File: config.mk
export PLATFORM = sky130hd
export DESIGN_NAME = hazard_fwd_unit_flat
export DESIGN_NICKNAME = d
export VERILOG_FILES = /design/src/rtl/hazard_fwd_unit_if.sv /design/src/rtl/hazard_fwd_unit.sv /design/src/flat_wrapper.sv
export SDC_FILE = /design/constraint.sdc
export NUM_CORES = 1
export LEC_CHECK = 0
export CORE_ASPECT_RATIO = 1.1
export CORE_UTILIZATION = 54
export CTS_CLUSTER_DIAMETER = 100
export DETAILED_ROUTE_END_ITERATION = 7
export PLACE_DENSITY = 0.82
export SETUP_SLACK_MARGIN = 0.5
export SLEW_MARGIN = 25
export SYNTH_ARGS = -nofsm -noshare
export SYNTH_HDL_FRONTEND = slang
export SYNTH_SLANG_ARGS = --single-unit
File: constraint.sdc
create_clock -name clk -period 5.2 [get_ports clk]
set_clock_uncertainty 0.05 [all_clocks]
set_input_delay 0.52 -clock clk [delete_from_list [all_inputs] [get_ports clk]]
set_output_delay 0.52 -clock clk [all_outputs]
set_load 0.02 [all_outputs]
File: src/rtl/hazard_fwd_unit_if.sv
// ============================================================================
// Module      : hazard_fwd_unit_if
// Description : ID-stage operand/destination bundle and hazard/forward results.
// Revision    : 1.0
// ============================================================================
`default_nettype none

interface hazard_fwd_unit_if #(
  parameter int RADDR_W = 5,
  parameter int CNT_W   = 16
);
  logic               pipe_hold;
  logic               id_valid;
  logic [RADDR_W-1:0] id_rs1_addr;
  logic               id_rs1_used;
  logic [RADDR_W-1:0] id_rs2_addr;
  logic               id_rs2_used;
  logic [RADDR_W-1:0] id_rd_addr;
  logic               id_rd_we;
  logic               id_is_load;
  logic               ex_branch_taken;

  logic               stall_id;
  logic               ex_fwd1_ex;
  logic               ex_fwd1_mem;
  logic               ex_fwd2_ex;
  logic               ex_fwd2_mem;
  logic               ex_valid;
  logic [CNT_W-1:0]   stall_cnt;
  logic [CNT_W-1:0]   flush_cnt;

  modport master (
    output pipe_hold, id_valid, id_rs1_addr, id_rs1_used, id_rs2_addr,
           id_rs2_used, id_rd_addr, id_rd_we, id_is_load, ex_branch_taken,
    input  stall_id, ex_fwd1_ex, ex_fwd1_mem, ex_fwd2_ex, ex_fwd2_mem,
           ex_valid, stall_cnt, flush_cnt
  );

  modport slave (
    input  pipe_hold, id_valid, id_rs1_addr, id_rs1_used, id_rs2_addr,
           id_rs2_used, id_rd_addr, id_rd_we, id_is_load, ex_branch_taken,
    output stall_id, ex_fwd1_ex, ex_fwd1_mem, ex_fwd2_ex, ex_fwd2_mem,
           ex_valid, stall_cnt, flush_cnt
  );
endinterface

`default_nettype wire

File: src/rtl/hazard_fwd_unit.sv
// ============================================================================
// Module      : hazard_fwd_unit
// Description : Load-use stall, branch flush and EX/WB forward-select control.
// Revision    : 1.0
// ============================================================================
`default_nettype none

module hazard_fwd_unit #(
  parameter int CNT_W   = 16,
  parameter int RADDR_W = 5
) (
  input  logic              clk,
  input  logic              rst,
  hazard_fwd_unit_if.slave  bus
);

  logic               ex_v_q,   ex_v_d;
  logic [RADDR_W-1:0] ex_rd_q,  ex_rd_d;
  logic               ex_we_q,  ex_we_d;
  logic               ex_ld_q,  ex_ld_d;
  logic               mem_v_q,  mem_v_d;
  logic [RADDR_W-1:0] mem_rd_q, mem_rd_d;
  logic               mem_we_q, mem_we_d;

  logic               fwd1_ex_q,  fwd1_ex_d;
  logic               fwd1_mem_q, fwd1_mem_d;
  logic               fwd2_ex_q,  fwd2_ex_d;
  logic               fwd2_mem_q, fwd2_mem_d;
  logic               ex_valid_q, ex_valid_d;
  logic [CNT_W-1:0]   stall_cnt_q, stall_cnt_d;
  logic [CNT_W-1:0]   flush_cnt_q, flush_cnt_d;

  logic m1_ex, m2_ex, m1_mem, m2_mem, stall;

  // A source matches a slot only when it is genuinely read and is not $r0.
  function automatic logic src_match(
    input logic               rs_used,
    input logic [RADDR_W-1:0] rs,
    input logic               slot_v,
    input logic               slot_we,
    input logic [RADDR_W-1:0] slot_rd
  );
    return bus.id_valid & rs_used & (rs != '0) & slot_v & slot_we & (slot_rd == rs);
  endfunction

  always_comb begin
    m1_ex  = src_match(bus.id_rs1_used, bus.id_rs1_addr, ex_v_q,  ex_we_q,  ex_rd_q);
    m2_ex  = src_match(bus.id_rs2_used, bus.id_rs2_addr, ex_v_q,  ex_we_q,  ex_rd_q);
    m1_mem = src_match(bus.id_rs1_used, bus.id_rs1_addr, mem_v_q, mem_we_q, mem_rd_q);
    m2_mem = src_match(bus.id_rs2_used, bus.id_rs2_addr, mem_v_q, mem_we_q, mem_rd_q);
    stall  = (m1_ex | m2_ex) & ex_ld_q & ~bus.ex_branch_taken;
  end

  always_comb begin
    ex_v_d      = ex_v_q;
    ex_rd_d     = ex_rd_q;
    ex_we_d     = ex_we_q;
    ex_ld_d     = ex_ld_q;
    mem_v_d     = mem_v_q;
    mem_rd_d    = mem_rd_q;
    mem_we_d    = mem_we_q;
    fwd1_ex_d   = fwd1_ex_q;
    fwd1_mem_d  = fwd1_mem_q;
    fwd2_ex_d   = fwd2_ex_q;
    fwd2_mem_d  = fwd2_mem_q;
    ex_valid_d  = ex_valid_q;
    stall_cnt_d = stall_cnt_q;
    flush_cnt_d = flush_cnt_q;

    if (!bus.pipe_hold) begin
      mem_v_d  = ex_v_q;
      mem_rd_d = ex_rd_q;
      mem_we_d = ex_we_q;

      if (bus.ex_branch_taken || stall) begin
        // Bubble into EX; the older instruction still drains into MEM.
        ex_v_d     = 1'b0;
        ex_rd_d    = '0;
        ex_we_d    = 1'b0;
        ex_ld_d    = 1'b0;
        fwd1_ex_d  = 1'b0;
        fwd1_mem_d = 1'b0;
        fwd2_ex_d  = 1'b0;
        fwd2_mem_d = 1'b0;
        ex_valid_d = 1'b0;
        if (bus.ex_branch_taken) begin
          if (flush_cnt_q != {CNT_W{1'b1}}) flush_cnt_d = flush_cnt_q + 1'b1;
        end else begin
          if (stall_cnt_q != {CNT_W{1'b1}}) stall_cnt_d = stall_cnt_q + 1'b1;
        end
      end else begin
        ex_v_d     = bus.id_valid;
        ex_rd_d    = bus.id_rd_addr;
        ex_we_d    = bus.id_rd_we & bus.id_valid;
        ex_ld_d    = bus.id_is_load & bus.id_valid;
        ex_valid_d = bus.id_valid;
        fwd1_ex_d  = m1_ex;
        fwd1_mem_d = m1_mem & ~m1_ex;
        fwd2_ex_d  = m2_ex;
        fwd2_mem_d = m2_mem & ~m2_ex;
      end
    end
  end

  always_ff @(posedge clk or posedge rst) begin
    if (rst) begin
      ex_v_q      <= 1'b0;
      ex_rd_q     <= '0;
      ex_we_q     <= 1'b0;
      ex_ld_q     <= 1'b0;
      mem_v_q     <= 1'b0;
      mem_rd_q    <= '0;
      mem_we_q    <= 1'b0;
      fwd1_ex_q   <= 1'b0;
      fwd1_mem_q  <= 1'b0;
      fwd2_ex_q   <= 1'b0;
      fwd2_mem_q  <= 1'b0;
      ex_valid_q  <= 1'b0;
      stall_cnt_q <= '0;
      flush_cnt_q <= '0;
    end else begin
      ex_v_q      <= ex_v_d;
      ex_rd_q     <= ex_rd_d;
      ex_we_q     <= ex_we_d;
      ex_ld_q     <= ex_ld_d;
      mem_v_q     <= mem_v_d;
      mem_rd_q    <= mem_rd_d;
      mem_we_q    <= mem_we_d;
      fwd1_ex_q   <= fwd1_ex_d;
      fwd1_mem_q  <= fwd1_mem_d;
      fwd2_ex_q   <= fwd2_ex_d;
      fwd2_mem_q  <= fwd2_mem_d;
      ex_valid_q  <= ex_valid_d;
      stall_cnt_q <= stall_cnt_d;
      flush_cnt_q <= flush_cnt_d;
    end
  end

  assign bus.stall_id    = stall;
  assign bus.ex_fwd1_ex  = fwd1_ex_q;
  assign bus.ex_fwd1_mem = fwd1_mem_q;
  assign bus.ex_fwd2_ex  = fwd2_ex_q;
  assign bus.ex_fwd2_mem = fwd2_mem_q;
  assign bus.ex_valid    = ex_valid_q;
  assign bus.stall_cnt   = stall_cnt_q;
  assign bus.flush_cnt   = flush_cnt_q;

endmodule

`default_nettype wire

File: src/flat_wrapper.sv
// flat-port wrapper written by rule: the top's interface ports become plain ports
module hazard_fwd_unit_flat 
#(
  parameter int CNT_W   = 16,
  parameter int RADDR_W = 5
)
  (clk, rst, bus_pipe_hold, bus_id_valid, bus_id_rs1_addr, bus_id_rs1_used, bus_id_rs2_addr, bus_id_rs2_used, bus_id_rd_addr, bus_id_rd_we, bus_id_is_load, bus_ex_branch_taken, bus_stall_id, bus_ex_fwd1_ex, bus_ex_fwd1_mem, bus_ex_fwd2_ex, bus_ex_fwd2_mem, bus_ex_valid, bus_stall_cnt, bus_flush_cnt);
  hazard_fwd_unit_if #(.RADDR_W(RADDR_W), .CNT_W(CNT_W)) bus_i ();
  input  logic clk;
  input  logic rst;
  input wire logic [$bits(bus_i.pipe_hold)-1:0] bus_pipe_hold;
  input wire logic [$bits(bus_i.id_valid)-1:0] bus_id_valid;
  input wire logic [$bits(bus_i.id_rs1_addr)-1:0] bus_id_rs1_addr;
  input wire logic [$bits(bus_i.id_rs1_used)-1:0] bus_id_rs1_used;
  input wire logic [$bits(bus_i.id_rs2_addr)-1:0] bus_id_rs2_addr;
  input wire logic [$bits(bus_i.id_rs2_used)-1:0] bus_id_rs2_used;
  input wire logic [$bits(bus_i.id_rd_addr)-1:0] bus_id_rd_addr;
  input wire logic [$bits(bus_i.id_rd_we)-1:0] bus_id_rd_we;
  input wire logic [$bits(bus_i.id_is_load)-1:0] bus_id_is_load;
  input wire logic [$bits(bus_i.ex_branch_taken)-1:0] bus_ex_branch_taken;
  output wire logic [$bits(bus_i.stall_id)-1:0] bus_stall_id;
  output wire logic [$bits(bus_i.ex_fwd1_ex)-1:0] bus_ex_fwd1_ex;
  output wire logic [$bits(bus_i.ex_fwd1_mem)-1:0] bus_ex_fwd1_mem;
  output wire logic [$bits(bus_i.ex_fwd2_ex)-1:0] bus_ex_fwd2_ex;
  output wire logic [$bits(bus_i.ex_fwd2_mem)-1:0] bus_ex_fwd2_mem;
  output wire logic [$bits(bus_i.ex_valid)-1:0] bus_ex_valid;
  output wire logic [$bits(bus_i.stall_cnt)-1:0] bus_stall_cnt;
  output wire logic [$bits(bus_i.flush_cnt)-1:0] bus_flush_cnt;
  assign bus_i.pipe_hold = bus_pipe_hold;
  assign bus_i.id_valid = bus_id_valid;
  assign bus_i.id_rs1_addr = bus_id_rs1_addr;
  assign bus_i.id_rs1_used = bus_id_rs1_used;
  assign bus_i.id_rs2_addr = bus_id_rs2_addr;
  assign bus_i.id_rs2_used = bus_id_rs2_used;
  assign bus_i.id_rd_addr = bus_id_rd_addr;
  assign bus_i.id_rd_we = bus_id_rd_we;
  assign bus_i.id_is_load = bus_id_is_load;
  assign bus_i.ex_branch_taken = bus_ex_branch_taken;
  assign bus_stall_id = bus_i.stall_id;
  assign bus_ex_fwd1_ex = bus_i.ex_fwd1_ex;
  assign bus_ex_fwd1_mem = bus_i.ex_fwd1_mem;
  assign bus_ex_fwd2_ex = bus_i.ex_fwd2_ex;
  assign bus_ex_fwd2_mem = bus_i.ex_fwd2_mem;
  assign bus_ex_valid = bus_i.ex_valid;
  assign bus_stall_cnt = bus_i.stall_cnt;
  assign bus_flush_cnt = bus_i.flush_cnt;
  hazard_fwd_unit #(.CNT_W(CNT_W), .RADDR_W(RADDR_W)) u_core (.clk(clk), .rst(rst), .bus(bus_i));
endmodule
**Word level (Yosys, flattened, before mapping)**

Cells that the tools add are included.

- Bits in registers: 51
- Bits in latches: 0
- Memory bits (writable): 0
- ROM bits: 0
- Input bits: 24
- Output and inout port bits: 38
- Word-level logic and storage cells: 61
- Memories: 0

- Add/subtract/negate cells: 2
- $mul: 0
- Div/mod/pow operators: 0
- Order comparisons: 0
- Eq/ne operators: 6
- Shifts and indexed selects: 0
- Muxes and demuxes: 8
- Bitwise gates (word level): 27
- Reduce and logical (&&, ||, !) cells: 5

Operator list:

| kind | number |
|---|---|
| 16-bit by 1-bit adder with 16-bit output (second input constant) | 2 |
| 16-bit inequality test (second input constant) | 2 |
| 1-bit bitwise AND | 22 |
| 5-bit equality test | 4 |
| 5-bit nonzero test | 2 |
| 4-bit AND reduction | 2 |
| 1-bit two-way mux | 7 |
| 5-bit two-way mux | 1 |
| 1-bit NOT | 4 |
| 1-bit logical OR | 1 |
| 1-bit OR | 1 |

**Logic depth before layout (Yosys ltp)**

Gate-level depths: netlist of the first run.

- Depth after elaboration: 10
- Gate-level depth with buffers: 6
- Mapped depth without buffers: 6

**Worst setup path before layout of the first run**

Ideal clock, no wire load.

- Kind: input to output
- Start: in bus_id_rs2_addr[0]
- End: out bus_stall_id
- Arrival time: 1.850 ns
- Required time: 4.630 ns
- Path slack: 2.780 ns
- Stages on the path: 6
- Buffers on the path: 1
- Path through: xnor2_1 -> nand4_1 -> nor4_4 -> o21ai_2 -> buf_4 -> nor2_1

- Word-level cells in the longest chain between the ends: 8
- Elaborated cells between the ends (all ways): 9
- Those cells by class: 1 x eq/ne; 7 x bitwise; 1 x reduce/logical

RTL lines:

| element | RTL line | text |
|---|---|---|
| from (decl) | flat_wrapper.sv:15 | `input wire logic [$bits(bus_i.id_rs2_addr)-1:0] bus_id_rs2_addr;` |
| 5-bit nonzero test | hazard_fwd_unit.sv:43 | `return bus.id_valid & rs_used & (rs != '0) & slot_v & slot_we & (slot_rd == rs);` |
| 1-bit bitwise AND (3 in a row) | hazard_fwd_unit.sv:43 |  |
| 1-bit bitwise AND * | hazard_fwd_unit.sv:43 |  |
| 1-bit OR * | hazard_fwd_unit.sv:51 | `stall = (m1_ex \| m2_ex) & ex_ld_q & ~bus.ex_branch_taken;` |
| 1-bit bitwise AND * (2 in a row) | hazard_fwd_unit.sv:51 |  |
| to (decl) | flat_wrapper.sv:21 | `output wire logic [$bits(bus_i.stall_id)-1:0] bus_stall_id;` |

Every way passes the cells marked *; elsewhere a longest branch is shown, timed or not.

**Worst setup path in the final report of the first run**

- Start: in bus_id_rs2_addr[1]
- End: out bus_stall_id

The elaborated chain is that of the path after synthesis.

==> results.sh, run 1 <==
export IMPL_run_status="completed"
export IMPL_clkPwrFrac_pct=30.1
export IMPL_setup_ws_ns=1.28
export IMPL_cp_cell_sequence="clkdlybuf4s50_1 -> xnor2_1 -> nand4_1 -> nor4_4 -> o21ai_2 -> nor2_1 -> clkdlybuf4s50_1"
export IMPL_synthCells=227
export IMPL_maxCapViolCount=0
export IMPL_hold_viol=0
export IMPL_critPathSlowestCell="nor4_4"
export IMPL_numCtsBuffers=5
export IMPL_syn2layout_area_growth_pct=29.0
export IMPL_coreArea_um2=4680
export IMPL_fillers=352
export IMPL_h_tree_depth=2
export IMPL_crit_path_frequent_cell="clkdlybuf4s50_1"
export IMPL_cts_resized=0
export IMPL_drc=0
export IMPL_cts_root_buf="clkbuf_8"
export IMPL_clock_sinks=51
export IMPL_hold_depth=1
export IMPL_maxSlewViolCount=0
export IMPL_holdWs_ns=0.447
export IMPL_cp_start_kind="primary input"
export IMPL_p_sw_share_pct=27.6
export IMPL_r2r_worst_path_cells=5
export IMPL_overflow=0
export IMPL_power_mw=0.940
export IMPL_clock_latency_ns=0.30
export IMPL_slowest_delay_ns=0.84
export IMPL_use_met1_pct=28.8
export IMPL_cts_hold_buf=0
export IMPL_tightest_slew_ns=0.920
export IMPL_gr_usage_met2_pct=41.7
export IMPL_grt_busiest_layer="met2"
export IMPL_grt_antenna_before_repair=0
export IMPL_rsz0062_at_grt="false"
export IMPL_first_pass_iters=4
export IMPL_required_ns=4.63
export IMPL_gp_congestion=0.856
export IMPL_yosysWarningCount=0
export IMPL_final_common_cell="clkdlybuf4s50_1"
export IMPL_wl_per_cell_um=16.2
export IMPL_fmax_mhz=255
export IMPL_seq_area_frac_synth_pct=48.4
export IMPL_cts_buffer_depth=2
export IMPL_dpl_hpwl_mm=4.13
export IMPL_internal_power_mw=0.681
export IMPL_ant_nets=0
export IMPL_numPlacedInstances=338
export IMPL_ys_flop_type="dfrtp_1"
export IMPL_setup_viol=0
export IMPL_dpl_worst_slack_ns=1.28
export IMPL_path_class="in -> out"
export IMPL_tns_ns=0
export IMPL_synth_enable_flop_cells=0
export IMPL_die_y_um=75.3
export IMPL_ios=62
export IMPL_die_width_um=68.7
export IMPL_cts_setup_buffers=0
export IMPL_p_seq_share_pct=50.5
export IMPL_avgSynthCellArea_um2=11.6
export IMPL_period_share_pct=75.3
export IMPL_power_switching_mw=0.260
export IMPL_gr_usage_met3_pct=5.84
export IMPL_drive_gt1_share_pct=10.0
export IMPL_leakage_nw=1.40
export IMPL_vdd_ir_drop_max_v=0.000195
export IMPL_grt_pass1_vias=1995
export IMPL_layout_common_cells="clkdlybuf4s50_1, dfrtp_1, xnor2_1"
export IMPL_max_slew_margin_pct=38.2
export IMPL_path_max_fanout=18
export IMPL_vias=2032
export IMPL_die_area_um2=5170
export IMPL_via_per_inst=5.87
export IMPL_synthArstFlopShare_pct=100
export IMPL_ys_ff_latch=51
export IMPL_hold_class="reg -> reg"
export IMPL_fin_nets=315
export IMPL_fin_crit_ns=3.92
export IMPL_antennaDiodeCount=0
export IMPL_drtIter0Drc=141
export IMPL_cts_tree="yes"
export IMPL_wl_mm=5.60
export IMPL_synth_net_count=253
export IMPL_gr_usage_all_layers_pct=24.1
export IMPL_cellPowerDensity_nw_per_um2=276
export IMPL_comb_power_share_pct=19.4
export IMPL_rows=26
export IMPL_finalNonFillerCells=346
export IMPL_port_buffers=61
export IMPL_endpoint_kind="output pin"
export IMPL_path_clk_slew_ns=0.09
export IMPL_grt_max_degree=52
export IMPL_critPathArrivalTime_ns=3.35
export IMPL_start_util_pct=56.3
export IMPL_grt_pass1_wl_mm=9.16
export IMPL_synth_cell_types=33
export IMPL_netlist_area_um2=2640
-- metal layers --
| layer | up-vias | routed length [um] |
|---|---|---|
| met2 | 62 | 2890 |
| met5 | - | 0 |
| met3 | 14 | 222 |
| met4 | 0 | 123 |
| met1 | 993 | 2360 |
| li1 | 963 | - |
-- critical path, delay by kind of cell --
family	cells	cell delay [ns]
AOI/OAI and AO/OA	1	0.31
xor gates and xnor gates	1	0.15
buffers and inverters	2	1.20
and+or+nand+nor	3	1.16
-- sequential cells by signal, summed over array words and instances (netlist names), 5 cells and up --
register	count
u_core.ex_rd_q	5
u_core.bus.flush_cnt	16
u_core.mem_rd_q	5
u_core.bus.stall_cnt	16
-- power groups by stage --
stage	sequential [mW]	combinational, mW	clock (mW)
CTS	0.475	0.185	0.287
finish	0.475	0.183	0.283
global placement	0.479	0.179	0
global route	0.481	0.202	0.305
floorplan	0.497	0.0767	0
detailed placement	0.482	0.184	0
-- path summary, 6_finish.rpt --
path	startpoint	end	slack (ns)
setup / recovery	bus_id_rs2_addr[1]	bus_stall_id	1.28
setup reg to reg	u_core.ex_rd_q[2]	u_core.bus.ex_valid	2.75
min in group asynchronous	rst	u_core.bus.flush_cnt[12]	0.63
max in group asynchronous	rst	u_core.bus.stall_cnt[5]	3.96
hold / removal	u_core.bus.stall_cnt[5]	u_core.bus.stall_cnt[5]	0.45
hold reg to reg	u_core.bus.stall_cnt[5]	u_core.bus.stall_cnt[5]	0.45
-- cell type report --
type	instances	area, um^2	share of cell area (%)
Multi-Input combinational cell	164	1300	38.1
Sequential cell	51	1280	37.5
Timing Repair Buffer	63	626	18.4
Clock buffer	6	82.6	2.43
Tap cell	56	70.1	2.06
Clock inverter	2	35.0	1.03
Inverter	4	16.3	0.478
-- Yosys cell counts, types with 3 or more instances --
cell	number	area, um^2
nand2_1	5	18.8
nor3_1	7	35.0
xnor2_1	38	333
a21oi_1	5	25.0
nor2_1	8	30.0
a22o_1	3	26.3
mux2_2	9	101
dfrtp_1	51	1280
nand3_1	13	65.1
inv_1	4	15.0
o2111ai_1	12	105
and3_1	12	75.1
nand4_1	9	56.3
clkbuf_1	5	18.8
and2_1	4	25.0
xor2_1	10	87.6
a32o_1	8	80.1
and4_1	4	35.0
-- stage by stage --
step	util, %	instance area, um^2
floorplan	-	2640
global placement	70.1	3290
detailed placement	70.1	3290
CTS	72.6	3400
global route	72.7	3400
finish	72.7	3400
-- logic make-up (layout without fill, tap and decap cells) --
family,after synthesis,in the layout,share of synthesized area [%]
DFF,51,51,48.4
muxes,9,9,3.84
and+or+nand+nor,69,69,16.2
buffers and inverters,12,75,2.42
AOI/OAI and AO/OA,36,36,12.3
xor gates and xnor gates,48,48,15.9
adders and majority gates,2,2,0.948
No activity file was read; power rests on OpenSTA's default activity.
==> inputs of run 2 (changes only) <==
Settings changed: CORE_UTILIZATION 54 to 50, PLACE_DENSITY 0.82 to 0.76.
Clock period 5.2 ns to 3.8 ns, I/O delays scaled along.
==> run 2 against run 1 <==
Effect of this change:
- the flow now finishes with violations (DRC)
- sequential share of layout area shrank 0.45 points
- clock power grew 54%
- total power grew 42%
- via count shrank 0.49%
- combinational power grew 36%
- critical path type unchanged
- non-clock buffer count grew 3
- cell count grew 1.4%
- global-route usage shrank 2.8 points
==> results.sh, run 2 (synthesis results as in run 1) <==
export IMPL_tns_ns=0
export IMPL_cp_cell_sequence="clkdlybuf4s50_1 -> or4_4 -> o211ai_4 -> nor4_4 -> o21ai_2 -> buf_4 -> nor2_1 -> clkdlybuf4s50_1"
export IMPL_tightest_slew_ns=0.757
export IMPL_grt_pass1_wl_mm=9.29
export IMPL_period_share_pct=80.2
export IMPL_ant_nets=0
export IMPL_hold_viol=0
export IMPL_max_slew_margin_pct=49.5
export IMPL_gp_congestion=0.800
export IMPL_power_switching_mw=0.350
export IMPL_drc=4
export IMPL_cts_resized=0
export IMPL_syn2layout_area_growth_pct=30.6
export IMPL_leakage_nw=1.42
export IMPL_grt_pass1_vias=1868
export IMPL_run_status="complete, but fails checks"
export IMPL_gr_usage_all_layers_pct=21.3
export IMPL_slowest_delay_ns=0.57
export IMPL_grt_max_degree=52
export IMPL_clkPwrFrac_pct=32.7
export IMPL_final_common_cell="clkdlybuf4s50_1"
export IMPL_first_pass_iters=6
export IMPL_power_mw=1.33
export IMPL_holdWs_ns=0.450
export IMPL_vdd_ir_drop_max_v=0.000221
export IMPL_fin_nets=318
export IMPL_clock_latency_ns=0.30
export IMPL_rows=27
export IMPL_drtIter0Drc=93
export IMPL_wl_per_cell_um=15.6
export IMPL_p_seq_share_pct=48.6
export IMPL_maxCapViolCount=0
export IMPL_numCtsBuffers=5
export IMPL_layout_common_cells="clkdlybuf4s50_1, dfrtp_1, xnor2_1"
export IMPL_maxSlewViolCount=0
export IMPL_fin_util_pct=68.5
export IMPL_path_buf_inv=3
export IMPL_required_ns=3.37
export IMPL_cts_buffer_depth=2
export IMPL_wl_mm=5.48
export IMPL_cts_root_buf="clkbuf_8"
export IMPL_violations="DRC"
export IMPL_setup_ws_ns=0.752
export IMPL_fillers=385
export IMPL_crit_path_frequent_cell="clkdlybuf4s50_1"
export IMPL_vias=2022
export IMPL_critPathSlowestCell="or4_4"
export IMPL_critPathArrivalTime_ns=2.62
export IMPL_drive_gt1_share_pct=10.6
export IMPL_endpoint_kind="output pin"
export IMPL_comb_power_share_pct=18.7
export IMPL_port_buffers=61
export IMPL_dpl_hpwl_mm=3.98
export IMPL_p_sw_share_pct=26.3
export IMPL_cts_setup_buffers=2
export IMPL_die_width_um=71.3
export IMPL_coreArea_um2=5030
export IMPL_path_class="in -> out"
export IMPL_h_tree_depth=2
export IMPL_cp_start_kind="primary input"
export IMPL_die_y_um=78.2
export IMPL_die_area_um2=5570
export IMPL_fin_crit_ns=3.05
export IMPL_ios=62
export IMPL_grt_antenna_before_repair=0
export IMPL_overflow=0
export IMPL_setup_viol=0
export IMPL_clock_sinks=51
export IMPL_cts_tree="yes"
export IMPL_start_util_pct=52.4
export IMPL_via_per_inst=5.76
export IMPL_internal_power_mw=0.982
export IMPL_dpl_worst_slack_ns=0.215
export IMPL_antennaDiodeCount=0
export IMPL_hold_class="in -> async"
export IMPL_cellPowerDensity_nw_per_um2=386
export IMPL_critPathTopFamily="buffers and inverters"
export IMPL_fmax_mhz=328
export IMPL_cts_hold_buf=0
export IMPL_rsz0062_at_grt="false"
export IMPL_path_max_fanout=11
export IMPL_path_clk_slew_ns=0.09
[run 2: worst reg2reg max path, delay by kind of cell, from the launching register on]
family / cells / cell delay (ns)
buf+inv: 1 / 0.28
mux: 1 / 0.32
compound gates: 1 / 0.16
xor+xnor: 1 / 0.18
simple gates: 2 / 0.56
flops: 1 / 0.45
[run 2: routing by layer]
layer | global-route usage (%) | wire, um | vias up
met2 | 34.9 | 2700 | 55
met1 | 29.0 | 2500 | 992
met5 | 0 | 0 | -
met4 | 5.40 | 53 | 0
li1 | - | - | 970
met3 | 4.11 | 237 | 5
[run 2: worst paths after layout]
| kind | to | start | slack, ns | cells after the start |
|---|---|---|---|---|
| hold / removal | u_core.bus.flush_cnt[12] | rst | 0.45 | 2 |
| min in group clk | u_core.bus.stall_cnt[5] | u_core.bus.stall_cnt[5] | 0.45 | 1 |
| hold reg to reg | u_core.bus.stall_cnt[5] | u_core.bus.stall_cnt[5] | 0.45 | 1 |
| setup reg to reg | u_core.bus.stall_cnt[1] | u_core.ex_rd_q[1] | 1.70 | 6 |
| setup / recovery | bus_stall_id | bus_id_rs2_addr[0] | 0.75 | 8 |
| max in group asynchronous | u_core.ex_rd_q[4] | rst | 2.82 | 2 |
[run 2: final cells by class]
type | count | area (um^2) | share of cell area, %
Inverter | 4 | 17.5 | 0.508
Multi-Input combinational cell | 164 | 1300 | 37.7
Clock buffer | 6 | 72.6 | 2.11
Timing Repair Buffer | 66 | 648 | 18.8
Clock inverter | 2 | 60.1 | 1.74
Sequential cell | 51 | 1280 | 37.0
Tap cell | 58 | 72.6 | 2.11
[run 2: power groups by stage]
| stage | Sequential (mW) | Clock (mW) | Combinational [mW] |
|---|---|---|---|
| after global routing | 0.656 | 0.467 | 0.273 |
| after CTS | 0.647 | 0.444 | 0.253 |
| after floorplan | 0.680 | 0 | 0.105 |
| after global placement | 0.658 | 0 | 0.245 |
| after detailed placement | 0.658 | 0 | 0.251 |
| final | 0.647 | 0.435 | 0.249 |
[run 2: through the flow]
stage                     cells  area (um^2)
final                       351         3450
after floorplan             227         2640
after detailed placement    341         3300
after global placement      341         3300
after CTS                   351         3450
after global routing        351         3450
==> inputs of run 3 (changes only) <==
Settings changed: CORE_UTILIZATION 50 to 45, PLACE_DENSITY 0.76 to 0.72.
Clock period 3.8 ns to 2.6 ns, I/O delays scaled along.
==> run 3 against run 2 <==
Effect of this change:
- the run now ends clean
- critical path type unchanged
- sequential share of layout area decreased by 0.60 points
- largest cell class unchanged
- combinational power is 53% higher
- critical path depth fell by 1
- sequential power increased by 45%
- setup slack got worse by 0.20 ns
- non-clock buffer count increased by 14
- critical endpoint unchanged
- clock power shrank 5.5%
- cell count is 8.3% higher
==> results.sh, run 3 (synthesis results as in run 1) <==
export IMPL_run_status="completed"
export IMPL_layout_common_cells="clkdlybuf4s50_1, dfrtp_1, xnor2_1"
export IMPL_antennaDiodeCount=0
export IMPL_cts_tree="yes"
export IMPL_die_area_um2=6170
export IMPL_cts_root_buf="clkbuf_8"
export IMPL_dpl_worst_slack_ns=-0.0345
export IMPL_critPathArrivalTime_ns=1.74
export IMPL_grt_pass1_vias=2062
export IMPL_gp_congestion=0.844
export IMPL_overflow=0
export IMPL_vias=2086
export IMPL_fin_nets=332
export IMPL_cp_cell_sequence="dlygate4sd2_1 -> or4_4 -> o211ai_4 -> nor4_4 -> o21ai_2 -> nor2_1 -> buf_4"
export IMPL_port_buffers=61
export IMPL_fin_util_pct=63.9
export IMPL_endpoint_kind="output pin"
export IMPL_cts_hold_buf=0
export IMPL_ios=62
export IMPL_period_share_pct=78.7
export IMPL_holdWs_ns=0.390
export IMPL_vdd_ir_drop_max_v=0.000360
export IMPL_grt_max_degree=52
export IMPL_path_class="in -> out"
export IMPL_clock_sinks=51
export IMPL_maxSlewViolCount=0
export IMPL_rows=28
export IMPL_path_clk_slew_ns=0.08
export IMPL_r2r_slack_ns=0.67
export IMPL_maxCapViolCount=0
export IMPL_die_y_um=82.3
export IMPL_rsz0062_at_grt="false"
export IMPL_drive_gt1_share_pct=16.1
export IMPL_path_max_fanout=3
export IMPL_grt_antenna_before_repair=0
export IMPL_die_width_um=75.0
export IMPL_h_tree_depth=2
export IMPL_gr_usage_all_layers_pct=20.2
export IMPL_r2r_worst_path_cells=6
export IMPL_start_util_pct=48.0
export IMPL_reg2reg_to="u_core.bus.stall_cnt[1]"
export IMPL_hold_viol=0
export IMPL_required_ns=2.29
export IMPL_coreArea_um2=5500
export IMPL_leakage_nw=1.48
export IMPL_first_pass_iters=4
export IMPL_slowest_delay_ns=0.53
export IMPL_cts_buffer_depth=2
export IMPL_cp_start_kind="primary input"
export IMPL_via_per_inst=5.49
export IMPL_clock_latency_ns=0.29
export IMPL_multi_input_area_um2=1310
export IMPL_numCtsBuffers=5
export IMPL_wl_mm=5.61
export IMPL_wl_per_cell_um=14.8
export IMPL_fillers=477
export IMPL_syn2layout_area_growth_pct=33.2
export IMPL_drtIter0Drc=72
export IMPL_ant_nets=0
export IMPL_final_common_cell="clkdlybuf4s50_1"
export IMPL_register_area_um2=1280
export IMPL_drc=0
export IMPL_cellPowerDensity_nw_per_um2=493
export IMPL_tns_ns=0
export IMPL_max_slew_margin_pct=58.3
export IMPL_dpl_hpwl_mm=4.15
export IMPL_r2r_start="u_core.ex_rd_q[2]"
export IMPL_fin_crit_ns=2.05
export IMPL_grt_pass1_wl_mm=9.53
export IMPL_fmax_mhz=489
export IMPL_tightest_slew_ns=0.626
export IMPL_setup_ws_ns=0.554
export IMPL_setup_viol=0
export IMPL_critPathSlowestCell="or4_4"
export IMPL_hold_class="in -> async"
run 3: critical path: cells and delay by family:
kind | cells | cell delay, ns
AOI/OAI and AO/OA | 2 | 0.39
buffers and inverters | 2 | 0.42
and+or+nand+nor | 3 | 0.66
run 3: final cells by class:
type / count / area share, %
flip-flops and latches: 51 / 36.4
repair buffers: 80 / 21.1
multi-input cells: 164 / 37.3
inverters: 4 / 0.427
well taps: 75 / 2.67
clock buffers: 6 / 2.06
run 3: metrics by stage:
step | cell area [um^2] | total power, mW | instances
2_1_floorplan | 2640 | 1.15 | 227
4_1_cts | 3510 | 1.75 | 380
3_3_place_gp | 3420 | 1.33 | 372
5_1_grt | 3520 | 1.82 | 380
6_report | 3520 | 1.73 | 380
3_5_place_dp | 3420 | 1.34 | 372
run 3: worst max-delay path by stage:
stage,start,end,slack (ns),depth (start not counted)
6_report,bus_id_rs1_addr[3],bus_stall_id,0.55,7
3_3_place_gp,bus_id_rs1_addr[3],bus_stall_id,-0.03,7
5_1_grt,bus_id_rs1_addr[3],bus_stall_id,0.50,7
4_1_cts,u_core.ex_rd_q[2],bus_stall_id,0.51,6
3_5_place_dp,bus_id_rs1_addr[3],bus_stall_id,-0.03,7
2_1_floorplan,u_core.ex_rd_q[0],bus_stall_id,0.53,6
run 3: metal layers:
layer	vias up	wire length (um)	GRT usage, %
li1	999	-	-
met1	1032	2580	27.0
met2	47	2790	33.9
met3	8	169	2.79
met4	0	74	6.23
met5	-	0	0
run 3: report_power, final:
group / switching, mW / leakage (nW) / internal (mW)
combinational: 0.178 / 0.760 / 0.203
clock: 0.231 / 0.0371 / 0.180
sequential: 0.0829 / 0.680 / 0.858
total: 0.492 / 1.48 / 1.24
run 3: timing repair:
action,4_1_cts,5_1_grt
setup endpoints to repair,2,2
gates resized for setup,17,4
setup buffers,2,0
pin swaps,7,5
==> RTL change 1: new RTL, flow settings as in run 2 <==
`CNT_W` is set to 16 in 3 places; all go to 32.
--- a/src/rtl/hazard_fwd_unit_if.sv
+++ b/src/rtl/hazard_fwd_unit_if.sv
@@ -7,7 +7,7 @@
 
 interface hazard_fwd_unit_if #(
   parameter int RADDR_W = 5,
-  parameter int CNT_W   = 16
+  parameter int CNT_W   = 32
 );
   logic               pipe_hold;
   logic               id_valid;
--- a/src/rtl/hazard_fwd_unit.sv
+++ b/src/rtl/hazard_fwd_unit.sv
@@ -6,7 +6,7 @@
 `default_nettype none
 
 module hazard_fwd_unit #(
-  parameter int CNT_W   = 16,
+  parameter int CNT_W   = 32,
   parameter int RADDR_W = 5
 ) (
   input  logic              clk,
--- a/src/flat_wrapper.sv
+++ b/src/flat_wrapper.sv
@@ -1,7 +1,7 @@
 // flat-port wrapper written by rule: the top's interface ports become plain ports
 module hazard_fwd_unit_flat 
 #(
-  parameter int CNT_W   = 16,
+  parameter int CNT_W   = 32,
   parameter int RADDR_W = 5
 )
   (clk, rst, bus_pipe_hold, bus_id_valid, bus_id_rs1_addr, bus_id_rs1_used, bus_id_rs2_addr, bus_id_rs2_used, bus_id_rd_addr, bus_id_rd_we, bus_id_is_load, bus_ex_branch_taken, bus_stall_id, bus_ex_fwd1_ex, bus_ex_fwd1_mem, bus_ex_fwd2_ex, bus_ex_fwd2_mem, bus_ex_valid, bus_stall_cnt, bus_flush_cnt);
Interface: changed (resized bus_flush_cnt and bus_stall_cnt); port bits go from 62 to 94. No check against the original RTL was run, so the function may have changed too.
==> RTL change 1 against run 2 <==
- sequential cell count increased by 32
- synthesized area increased by 58%
- count of clock-buffer cells in the layout increased by 3
- power increased by 50%
- worst setup slack improved by 0.10 ns
- wire length increased by 66%
- via count increased by 62%
- final area increased by 58%
==> RTL change 1: results <==
metrics = {
    "status": {
        "status": "finished clean",
    },
    "synthesis": {
        "syn_nets": 416,
        "synth.yosys.seq_area_share_pct": 49.7,
        "ys_types": 43,
        "avgSynthCellArea_um2": 10.7,
        "synth_commonest_cells": "dfrtp_1, xnor2_1, nand2_1",
        "yosys-top-cells-area": "dfrtp_1, xnor2_1, xor2_1, nand4_1, nand2_1",
    },
    "placement": {
        "port_buffers": 93,
        "dp_cells": 584,
        "hpwl_mm": 6.74,
        "gp_congestion": 0.772,
    },
    "finish": {
        "final_net_count": 513,
        "layout-drive-gt1-share_pct": 8.57,
        "n_fill_cell": 634,
    },
    "worst_setup_path": {
        "worst_path_dominant_cell_family": "simple AND/OR/NAND/NOR gates",
        "r2r-end": "u_core.bus.stall_cnt[1]$_DFFE_PP0P_",
        "rr_worst_depth": 5,
        "critPathLaunch": "u_core.bus.stall_cnt[3]$_DFFE_PP0P_",
        "cpPeakStageDelay_ns": 0.76,
        "criticalPathCategory": "flip-flop to flip-flop",
        "cp.arrival_ns": 3.12,
        "slowest_stage": "or3_1",
        "crit_fanout": 16,
    },
    "timing": {
        "worst_pin_slew_ns": 0.781,
    },
    "clock_network": {
        "clkLatencyLatePin_ns": 0.35,
        "cts_max_level": 3,
        "numCtsBuffers": 9,
    },
    "drt": {
        "drtIter0Drc": 157,
        "routedWlPerCell_um": 15.2,
        "wl_mm": 9.11,
        "vias": 3267,
        "dr.pass1.iters": 4,
    },
    "global_route": {
        "grt_pass1_wl_mm": 15.5,
        "grt_usage_pct": 22.8,
        "grt_max_degree": 39,
    },
    "pwr": {
        "p_leak_nw": 2.22,
        "vdd_drop_max_mv": 0.235,
        "power_switching_uw": 492,
    },
}
RTL change 1: cell types whose count changed in the layout (fill, tap and decap cells not counted), moves of 6 or more:
cell,delta
xnor2_1,+25
xor2_1,+8
nand3_1,+10
nand2_1,+34
clkdlybuf4s50_1,+31
o2111ai_1,-10
dfrtp_1,+32
nand4_1,+15
nor2_1,+12
a32o_1,-6
nand3_2,+7
RTL change 1: power groups by stage:
stage	logic, mW	clock network [mW]	registers, mW
2_1_floorplan	0.110	0	1.04
3_3_place_gp	0.267	0	1.01
3_5_place_dp	0.276	0	1.01
4_1_cts	0.277	0.745	0.990
5_1_grt	0.303	0.787	0.999
6_report	0.273	0.731	0.990
RTL change 1: what timing repair did:
action / CTS / global route
setup buffers: 0 / 0
gates resized for setup: 1 / 1
pin swaps: 0 / 1
setup endpoints to repair: 1 / 1
RTL change 1: how the worst min path moves through the flow:
| stage | from | to | slack (ns) |
|---|---|---|---|
| floorplan | u_core.ex_ld_q$_DFFE_PP0N_ | u_core.ex_ld_q$_DFFE_PP0N_ | 0.43 |
| global placement | u_core.bus.flush_cnt[16]$_DFFE_PP0P_ | u_core.bus.flush_cnt[16]$_DFFE_PP0P_ | 0.43 |
| detailed placement | u_core.bus.flush_cnt[16]$_DFFE_PP0P_ | u_core.bus.flush_cnt[16]$_DFFE_PP0P_ | 0.43 |
| CTS | rst | u_core.bus.flush_cnt[12]$_DFFE_PP0P_ | 0.25 |
| global route | rst | u_core.bus.flush_cnt[4]$_DFFE_PP0P_ | 0.29 |
| finish | rst | u_core.bus.flush_cnt[4]$_DFFE_PP0P_ | 0.25 |
RTL change 1: cell type report:
class	instances	area, um^2	share of cell area, %
Sequential cell	83	2080	38.1
Multi-Input combinational cell	289	2020	37.0
Timing Repair Buffer	97	963	17.7
Tap cell	108	135	2.48
Clock buffer	9	124	2.27
Clock inverter	5	104	1.91
Inverter	7	27.5	0.505
RTL change 1: worst reg2reg max path, stage by stage (launching register included):
cell     delay, ns
dfrtp_1       0.46
nand4_1       0.25
or4_1         0.73
or3_1         0.76
nand2_1       0.25
mux2_1        0.34
RTL change 1: cell families after synthesis:
family,Yosys count,share of synthesized area [%]
buf+inv,18,2.24
compound gates,19,3.47
xor+xnor,81,17.0
mux,10,2.69
flops,83,49.7
fa+ha+maj,2,0.599
simple gates,177,24.3
RTL change 1: per-stage QoR:
stage | cell area [um^2] | worst slack (ns)
finish | 5450 | 0.857
global route | 5450 | 0.725
CTS | 5450 | 0.539
detailed placement | 5210 | 0.462
global placement | 5210 | 0.555
floorplan | 4180 | 1.23
RTL change 1: metal layers:
metal	vias up	part of all wire, %	global-route usage, %
li1	1566	-	-
met3	13	3.6	3.80
met4	0	1.6	8.91
met5	-	0	0
met2	63	48	35.9
met1	1625	47	31.3
==> RTL change 2: new RTL, config.mk and constraints of run 2 <==
Made on the original files. Reset style: synchronous (`rst`), changed in one clocked block.
--- a/src/rtl/hazard_fwd_unit.sv
+++ b/src/rtl/hazard_fwd_unit.sv
@@ -102,7 +102,7 @@
     end
   end
 
-  always_ff @(posedge clk or posedge rst) begin
+  always_ff @(posedge clk) begin
     if (rst) begin
       ex_v_q      <= 1'b0;
       ex_rd_q     <= '0;
Function: differs if rst is asserted again (counterexample within 4 cycles, from zero or initial values and one cycle with rst high); with rst held inactive, the same outputs for 10 cycles.
==> RTL change 2 against run 2 <==
- cell count up 28%
- critical path depth down 2
- wire length up 19%
- synthesized area up 4.1%
- synthesized cell count up 40%
- final area up 2.8%
- first-iteration DRC count up 89%
- sequential cell count unchanged
- worst setup slack better by 0.047 ns
Power is not compared: it rests on default switching activity, and its combinational part moved more than twofold at a synthesized area within 25%.
==> RTL change 2: results <==
metrics = {
    "synthesis": {
        "yosys-top-cells-area": "dfxtp_1, xor2_1, nor2_1, xnor2_1, nand2_1",
        "synthFlopType": "dfxtp_1",
        "async_reset_ff_share_pct": 0,
        "synthAdderAreaFrac_pct": 0.911,
        "ys_types": 42,
        "syn_nets": 344,
        "synth_commonest_cells": "dfxtp_1, nor2_1, nand2_1",
    },
    "hold_path": {
        "min_path_type": "flip-flop to flip-flop",
    },
    "clock_network": {
        "postCtsSetupBuffers": 0,
    },
    "timing": {
        "slew_headroom_pct": 54.4,
    },
    "finish": {
        "final_net_count": 404,
        "n_fill_cell": 463,
    },
    "placement": {
        "hpwl_mm": 4.88,
        "gp_congestion": 0.899,
    },
    "worst_setup_path": {
        "worstReg2RegStart": "u_core.ex_rd_q[3]$_SDFFE_PP0N_",
        "critPathLaunch": "bus_id_rs1_addr[4]",
        "crit_fanout": 4,
    },
    "drt": {
        "drtIter0Drc": 176,
        "dr.pass1.iters": 4,
        "met1_length_mm": 2.95,
        "wl_met3_um": 372,
        "wl_met2_mm": 3.16,
    },
    "global_route": {
        "grt_usage_pct": 23.4,
        "first_global_vias": 2297,
        "grt_max_degree": 37,
        "grt_pass1_wl_mm": 10.7,
    },
    "status": {
        "status": "finished clean",
    },
}
[RTL change 2: changes by cell type after synthesis, sizes merged, moves of 8 or more]
| cell | before | now |
|---|---|---|
| dfxtp | 0 | 51 |
| nand2 | 5 | 25 |
| nor2b | 0 | 10 |
| xor2 | 10 | 22 |
| o21ai | 1 | 13 |
| dfrtp | 51 | 0 |
| xnor2 | 38 | 11 |
| nor2 | 8 | 39 |
| nor4 | 2 | 10 |
| o2111ai | 13 | 3 |
| mux2i | 0 | 9 |
[RTL change 2: per-stage QoR]
stage / util (%) / setup WS (ns) / total power [mW] / cells / instance area, um^2
5_1_grt: 69.0 / 0.671 / 1.07 / 451 / 3540
2_1_floorplan: - / 1.67 / 0.606 / 318 / 2750
3_5_place_dp: 66.7 / 0.802 / 0.651 / 443 / 3430
4_1_cts: 69.0 / 0.802 / 1.04 / 451 / 3540
3_3_place_gp: 66.7 / 0.822 / 0.650 / 443 / 3430
6_report: 69.0 / 0.799 / 1.02 / 451 / 3540
[RTL change 2: critical path: stages]
cell and delay (ns):
clkdlybuf4s50_1 0.47, xor2_1 0.17, nor4_2 0.49, nand3_1 0.13
a211oi_1 0.29, clkdlybuf4s50_1 0.65
[RTL change 2: logic make-up after synthesis]
logic type | after synthesis
xor+xnor | 33
fa+ha+maj | 2
flops | 51
simple gates | 153
compound gates | 44
buf+inv | 18
mux | 17
[RTL change 2: layout make-up]
class                           count  share of cell area (%)
Clock buffer                        5                    1.94
Inverter                            5                   0.530
Multi-Input combinational cell    249                    46.5
Tap cell                           72                    2.54
Clock inverter                      3                    1.34
Sequential cell                    51                    28.8
Timing Repair Buffer               66                    18.3
[RTL change 2: routing by layer]
layer  track usage [%]  vias up
met2              38.1       97
met1              31.4     1217
met4              7.06        0
li1                  -     1272
met3              4.29        4
met5                 0        -
